[src/rtl/ines_loader_if.sv]
// Byte-stream input and ROM-store programming bus of the iNES loader.
// The loader sits on the slave side; the image source and the ROM store sit on the master side.
interface ines_loader_if;
  logic        in_valid;
  logic [7:0]  in_data;
  logic        in_ready;
  logic        prog;
  logic [15:0] prog_ab;
  logic [7:0]  prog_di;

  modport master (
    output in_valid, in_data,
    input  in_ready, prog, prog_ab, prog_di
  );

  modport slave (
    input  in_valid, in_data,
    output in_ready, prog, prog_ab, prog_di
  );
endinterface

[src/rtl/ines_loader.sv]
// iNES image loader: validates the header while streaming the file into the NROM ROM store.
// The CPU is held in reset until a complete, valid image has been written.
module ines_loader #(
  parameter int IMAGE_LEN = 'h6010,
  parameter int HDR_LEN   = 16
) (
  input  logic          ppu_clk,
  input  logic          rst,
  input  logic          start,
  ines_loader_if.slave  bus,
  output logic          done,
  output logic          err,
  output logic          cpu_hold,
  output logic [15:0]   byte_cnt
);

  typedef enum logic [2:0] {
    S_IDLE, S_HEADER, S_BODY, S_FLUSH, S_DONE, S_ERROR
  } state_t;

  localparam logic [15:0] LAST_IDX = 16'(IMAGE_LEN - 1);
  localparam logic [15:0] HDR_LAST = 16'(HDR_LEN - 1);

  state_t      state_reg;
  logic        flush_last_reg;
  logic        prog_reg;
  logic [15:0] prog_ab_reg;
  logic [7:0]  prog_di_reg;
  logic        done_reg;
  logic        err_reg;
  logic        cpu_hold_reg;
  logic [15:0] byte_cnt_reg;
  logic [15:0] byte_cnt_next;
  logic        accept;

  function automatic logic hdr_ok(input logic [15:0] idx, input logic [7:0] d);
    logic ok;
    ok = 1'b1;
    case (idx)
      16'd0:        ok = (d == 8'h4E);
      16'd1:        ok = (d == 8'h45);
      16'd2:        ok = (d == 8'h53);
      16'd3:        ok = (d == 8'h1A);
      16'd4:        ok = (d == 8'h01);
      16'd5:        ok = (d == 8'h01);
      16'd6, 16'd7: ok = (d[7:4] == 4'h0);
      default:      ok = 1'b1;
    endcase
    return ok;
  endfunction

  assign bus.in_ready = (state_reg == S_HEADER) || (state_reg == S_BODY);
  assign accept       = bus.in_ready && bus.in_valid;
  // A 65536-byte image would wrap the 16-bit count on its last byte; hold at all-ones instead.
  assign byte_cnt_next = (byte_cnt_reg == 16'hFFFF) ? 16'hFFFF : byte_cnt_reg + 16'd1;

  always_ff @(posedge ppu_clk or negedge rst) begin
    if (!rst) begin
      state_reg      <= S_IDLE;
      flush_last_reg <= 1'b0;
      prog_reg       <= 1'b0;
      prog_ab_reg    <= 16'd0;
      prog_di_reg    <= 8'd0;
      done_reg       <= 1'b0;
      err_reg        <= 1'b0;
      cpu_hold_reg   <= 1'b1;
      byte_cnt_reg   <= 16'd0;
    end else begin
      case (state_reg)
        S_IDLE, S_DONE, S_ERROR: begin
          if (start) begin
            state_reg    <= S_HEADER;
            prog_reg     <= 1'b0;
            prog_ab_reg  <= 16'd0;
            done_reg     <= 1'b0;
            err_reg      <= 1'b0;
            cpu_hold_reg <= 1'b1;
            byte_cnt_reg <= 16'd0;
          end
        end
        S_HEADER: begin
          if (accept) begin
            if (!hdr_ok(byte_cnt_reg, bus.in_data)) begin
              state_reg <= S_ERROR;
              err_reg   <= 1'b1;
              prog_reg  <= 1'b0;
            end else begin
              prog_reg     <= 1'b1;
              prog_ab_reg  <= byte_cnt_reg;
              prog_di_reg  <= bus.in_data;
              byte_cnt_reg <= byte_cnt_next;
              if (byte_cnt_reg == HDR_LAST) begin
                state_reg <= S_BODY;
              end
            end
          end
        end
        S_BODY: begin
          if (accept) begin
            prog_reg     <= 1'b1;
            prog_ab_reg  <= byte_cnt_reg;
            prog_di_reg  <= bus.in_data;
            byte_cnt_reg <= byte_cnt_next;
            if (byte_cnt_reg == LAST_IDX) begin
              state_reg      <= S_FLUSH;
              flush_last_reg <= 1'b0;
            end
          end
        end
        S_FLUSH: begin
          // Keep prog up for two edges so the last byte is committed before the CPU is released.
          if (flush_last_reg) begin
            state_reg    <= S_DONE;
            prog_reg     <= 1'b0;
            done_reg     <= 1'b1;
            cpu_hold_reg <= 1'b0;
          end else begin
            flush_last_reg <= 1'b1;
          end
        end
        default: state_reg <= S_IDLE;
      endcase
    end
  end

  assign bus.prog    = prog_reg;
  assign bus.prog_ab = prog_ab_reg;
  assign bus.prog_di = prog_di_reg;
  assign done        = done_reg;
  assign err         = err_reg;
  assign cpu_hold    = cpu_hold_reg;
  assign byte_cnt    = byte_cnt_reg;

endmodule

[src/flat_wrapper.sv]
// flat-port wrapper written by rule: the top's interface ports become plain ports
module ines_loader_flat 
#(
  parameter int IMAGE_LEN = 'h6010,
  parameter int HDR_LEN   = 16
)
  (ppu_clk, rst, start, done, err, cpu_hold, byte_cnt, bus_in_valid, bus_in_data, bus_in_ready, bus_prog, bus_prog_ab, bus_prog_di);
  ines_loader_if bus_i ();
  input  logic ppu_clk;
  input  logic rst;
  input  logic start;
  output logic done;
  output logic err;
  output logic cpu_hold;
  output logic [15:0] byte_cnt;
  input wire logic [$bits(bus_i.in_valid)-1:0] bus_in_valid;
  input wire logic [$bits(bus_i.in_data)-1:0] bus_in_data;
  output wire logic [$bits(bus_i.in_ready)-1:0] bus_in_ready;
  output wire logic [$bits(bus_i.prog)-1:0] bus_prog;
  output wire logic [$bits(bus_i.prog_ab)-1:0] bus_prog_ab;
  output wire logic [$bits(bus_i.prog_di)-1:0] bus_prog_di;
  assign bus_i.in_valid = bus_in_valid;
  assign bus_i.in_data = bus_in_data;
  assign bus_in_ready = bus_i.in_ready;
  assign bus_prog = bus_i.prog;
  assign bus_prog_ab = bus_i.prog_ab;
  assign bus_prog_di = bus_i.prog_di;
  ines_loader #(.IMAGE_LEN(IMAGE_LEN), .HDR_LEN(HDR_LEN)) u_core (.ppu_clk(ppu_clk), .rst(rst), .start(start), .bus(bus_i), .done(done), .err(err), .cpu_hold(cpu_hold), .byte_cnt(byte_cnt));
endmodule
[config.mk]
export PLATFORM = sky130hd
export DESIGN_NAME = ines_loader_flat
export DESIGN_NICKNAME = d
export VERILOG_FILES = /design/src/rtl/ines_loader_if.sv /design/src/rtl/ines_loader.sv /design/src/flat_wrapper.sv
export SDC_FILE = /design/constraint.sdc
export NUM_CORES = 1
export LEC_CHECK = 0
export BUFFER_PORTS_ARGS = -buffer_cell sky130_fd_sc_hd__buf_4
export CORE_MARGIN = 2
export CORE_UTILIZATION = 40
export DETAILED_ROUTE_END_ITERATION = 8
export PLACE_DENSITY = 0.6
export SETUP_SLACK_MARGIN = 0.15
export SLEW_MARGIN = 20
export SYNTH_ARGS = -nofsm -noshare
export SYNTH_HDL_FRONTEND = slang
export SYNTH_SLANG_ARGS = --single-unit
[constraint.sdc]
create_clock -name ppu_clk -period 2.5 [get_ports ppu_clk]
set_input_delay 0.25 -clock ppu_clk [delete_from_list [all_inputs] [get_ports ppu_clk]]
set_output_delay 0.25 -clock ppu_clk [all_outputs]
set_load 0.01 [all_outputs]
==> impl_results.md <==
* Outcome: complete, no violations
* Final Hold Violating Endpoints at 0
* Die width at 86.9 um
* Synth Warn # at 0
* Grt ovf at 0
* P_leak at 1.83 nW
* Critical-path top delay cell: dfrtp_2
* GPL Wtd Cong at 0.850
* Post-synth EDFFs at 0
* Mean post-synth cell area at 9.79 sq um
* Post-layout nets at 399
* Worst path required time at 2.70 ns
* Sequential area share after synthesis at 43.7%
* Port-buffer cells at 56
* GR Util met1 at 30.7%
* Diode count at 0
* Global Route Usage Sum at 21.3%
* Least-Margin Pin Slew at 0.924 ns
* First-pass GRT wire length at 12600 um
* Cell Area, Placed at 0.00350 sq mm
* Starting Density at 40.9%
* Hold Path Class: in2reg
* Yosys reg bits at 48
* Worst Setup Path Type: reg2reg
* Cell taking the most area after synthesis: dfrtp_1
* Syn nets at 297
* M2 GR Usage at 33.0%
* Final setup viols at 0
* Setup WS post-layout at 0.0318 ns
* Grt peak-use layer: met2
* Final Core Density at 59.6%
* CTS tree: built
* DRT antenna net count at 0
* Initial antenna violation count at 0
* Final min period at 2.47 ns
* WL final at 8130 um
* Vias at 2641
* Ys async rst share at 100%
* Share of layout cells above drive strength 1 at 43.2%
* Max Freq at 405 MHz
* Clock Tree Root: clkbuf_8
* Post-synth top flop: dfrtp_1
* Crit-path max cell delay at 0.42 ns
* Total power draw at 4.27 mW
* Setup crit end kind: flip-flop
* Worst setup SP type: flip-flop
* MaxCap Viol Count at 0
* CTS Sinks at 48
* Critical path buffers and inverters at 2
* Clock Pin Slew Worst Setup and Hold Paths at 0.10 ns
* Ranking of synthesized cells by area: dfrtp_1 43%, o21ai_0 5.3%, a22o_1 5.1%
* Worst path top cell family by delay: multiplexers
* Syn Std Cell Area at 0.00275 sq mm
* Total CTS buffers at 5
* CTS max path bufs at 2
* Dpl ws at -0.187 ns
* Clock Latency Late Sink at 0.32 ns
* Commonest cells in the synthesized netlist: 47 x dfrtp_1, 29 x o21ai_0, 20 x nand2_1
* Initial DRC count at 166
* Relative slew slack at 38.2%
* Final instance area at 0.00401 sq mm
* Crit path cell chain: inv_2 > ha_4 > buf_4 > mux2_1 > o221ai_2 > o41ai_4 > a41oi_4 > nand2b_4 > mux2_4
* Pre-Repair DR Iteration Count at 4
* Ports at 57
* Largest net degree at the start of global routing at 49
* Vias per cell at 5.69
* Arrival time worst endpoint at 2.67 ns
* Synth top area share at 42.8%
* Distinct cells, synth at 59
* Power Density at 1060 mW/mm^2
* Worst-path maximum fanout at 5
* DP Wirelength at 5250 um
* Vias in the first global route at 2475
* Core area at 0.00672 sq mm
* Number of remaining DRC errors at 0
* Cell with the most instances after synthesis: dfrtp_1
* Final period utilization at 98.7%
* Area added between synthesis and finish at 45.7%
* Worst Skew at 0.0143 ns
* RSZ-0062 raised after global routing: true
* Worst vdd ir at 581 uV
* Htree depth at 2
* Fin. max-slew vios at 0
* Gate Count Post-Synth at 281
* Die H at 86.9 um
* Wirelength per Cell at 17.5 um
* # rows at 30
* Die area at 0.00755 sq mm
* Met3 Use GR at 3.89%
power by group:
group	internal (mW)	switching, mW
Clock	0.302	0.296
Sequential	0.921	0.109
Combinational	1.34	1.30
per-stage QoR:
stage / cells / setup TNS, ns / hold slack (ns)
after detailed placement: 438 / -2.63 / 0.314
after floorplan: 281 / -0.531 / -0.0456
after global routing: 464 / -0.986 / 0.194
after global placement: 438 / -1.65 / 0.312
after CTS: 462 / 0 / 0.196
final: 464 / 0 / 0.202
final cells by class:
cell class | instances | area (sq um)
clock buffers | 5 | 68.8
clock inverters | 3 | 47.5
fillers | 542 | 2710
inverters | 14 | 52.6
multi-input cells | 203 | 1600
flip-flops and latches | 48 | 1200
well taps | 80 | 100
repair buffers | 111 | 928
per-layer routing:
layer  share of wire, %  routed length (um)  up-vias
met5                  0                   0        -
met4                1.5                 121        0
met3                4.3                 346       10
met2                 48                3870       65
met1                 47                3790     1304
li1                   -                   -     1262
cells in the final DEF, fill, tap and decap left out, types with 7 or more instances in the layout:
cell,synthesis,final
nor2_1,17,14
mux2_4,5,7
buf_6,2,8
o21ai_0,29,25
nor3_1,8,8
a21oi_1,19,17
a22o_1,16,16
buf_4,2,98
dfrtp_1,47,45
nand2_1,20,20
inv_1,14,12
final timing paths:
kind | end | cells past startpoint | from | slack [ns]
min in group asynchronous | u_core.bus.prog_di[2]$_DFFE_PN0P_ | 2 | rst | 0.49
max | u_core.bus.prog_di[6]$_DFFE_PN0P_ | 9 | u_core.byte_cnt[0]$_DFFE_PN0P_ | 0.03
max in group asynchronous | u_core.byte_cnt[0]$_DFFE_PN0P_ | 2 | rst | 1.56
min reg2reg | u_core.cpu_hold$_DFFE_PN1P_ | 2 | u_core.cpu_hold$_DFFE_PN1P_ | 0.48
max reg2reg | u_core.bus.prog_di[6]$_DFFE_PN0P_ | 9 | u_core.byte_cnt[0]$_DFFE_PN0P_ | 0.03
min | u_core.bus.prog_di[4]$_DFFE_PN0P_ | 2 | bus_in_data[4] | 0.20
cells by family (layout without fill, tap and decap cells):
group                      Yosys count  in the layout  share of synthesized area (%)
xor gates and xnor gates             2              2                          0.637
adders and majority gates            4              4                           1.82
AOI/OAI and AO/OA                   99             99                           24.6
and+or+nand+nor                     86             87                           18.5
muxes                               11             11                           5.10
buffers and inverters               31            133                           5.60
DFF                                 48             48                           43.7
worst reg2reg max path, stage by stage (launching register included):
cell and delay, ns:
dfrtp_2 0.42, inv_2 0.07, ha_4 0.18, buf_4 0.13, mux2_1 0.35, o221ai_2 0.24
o41ai_4 0.14, a41oi_4 0.26, nand2b_4 0.26, mux2_4 0.31
repair_timing:
action,CTS,global route
cloned,2,1
gates resized for setup,19,25
setup endpoints to repair,29,32
buffers inserted,13,1
endpoints found under the hold margin,47,0
hold buffers,1,0
pin swaps,12,19
Power figures use the tool's default switching activity.
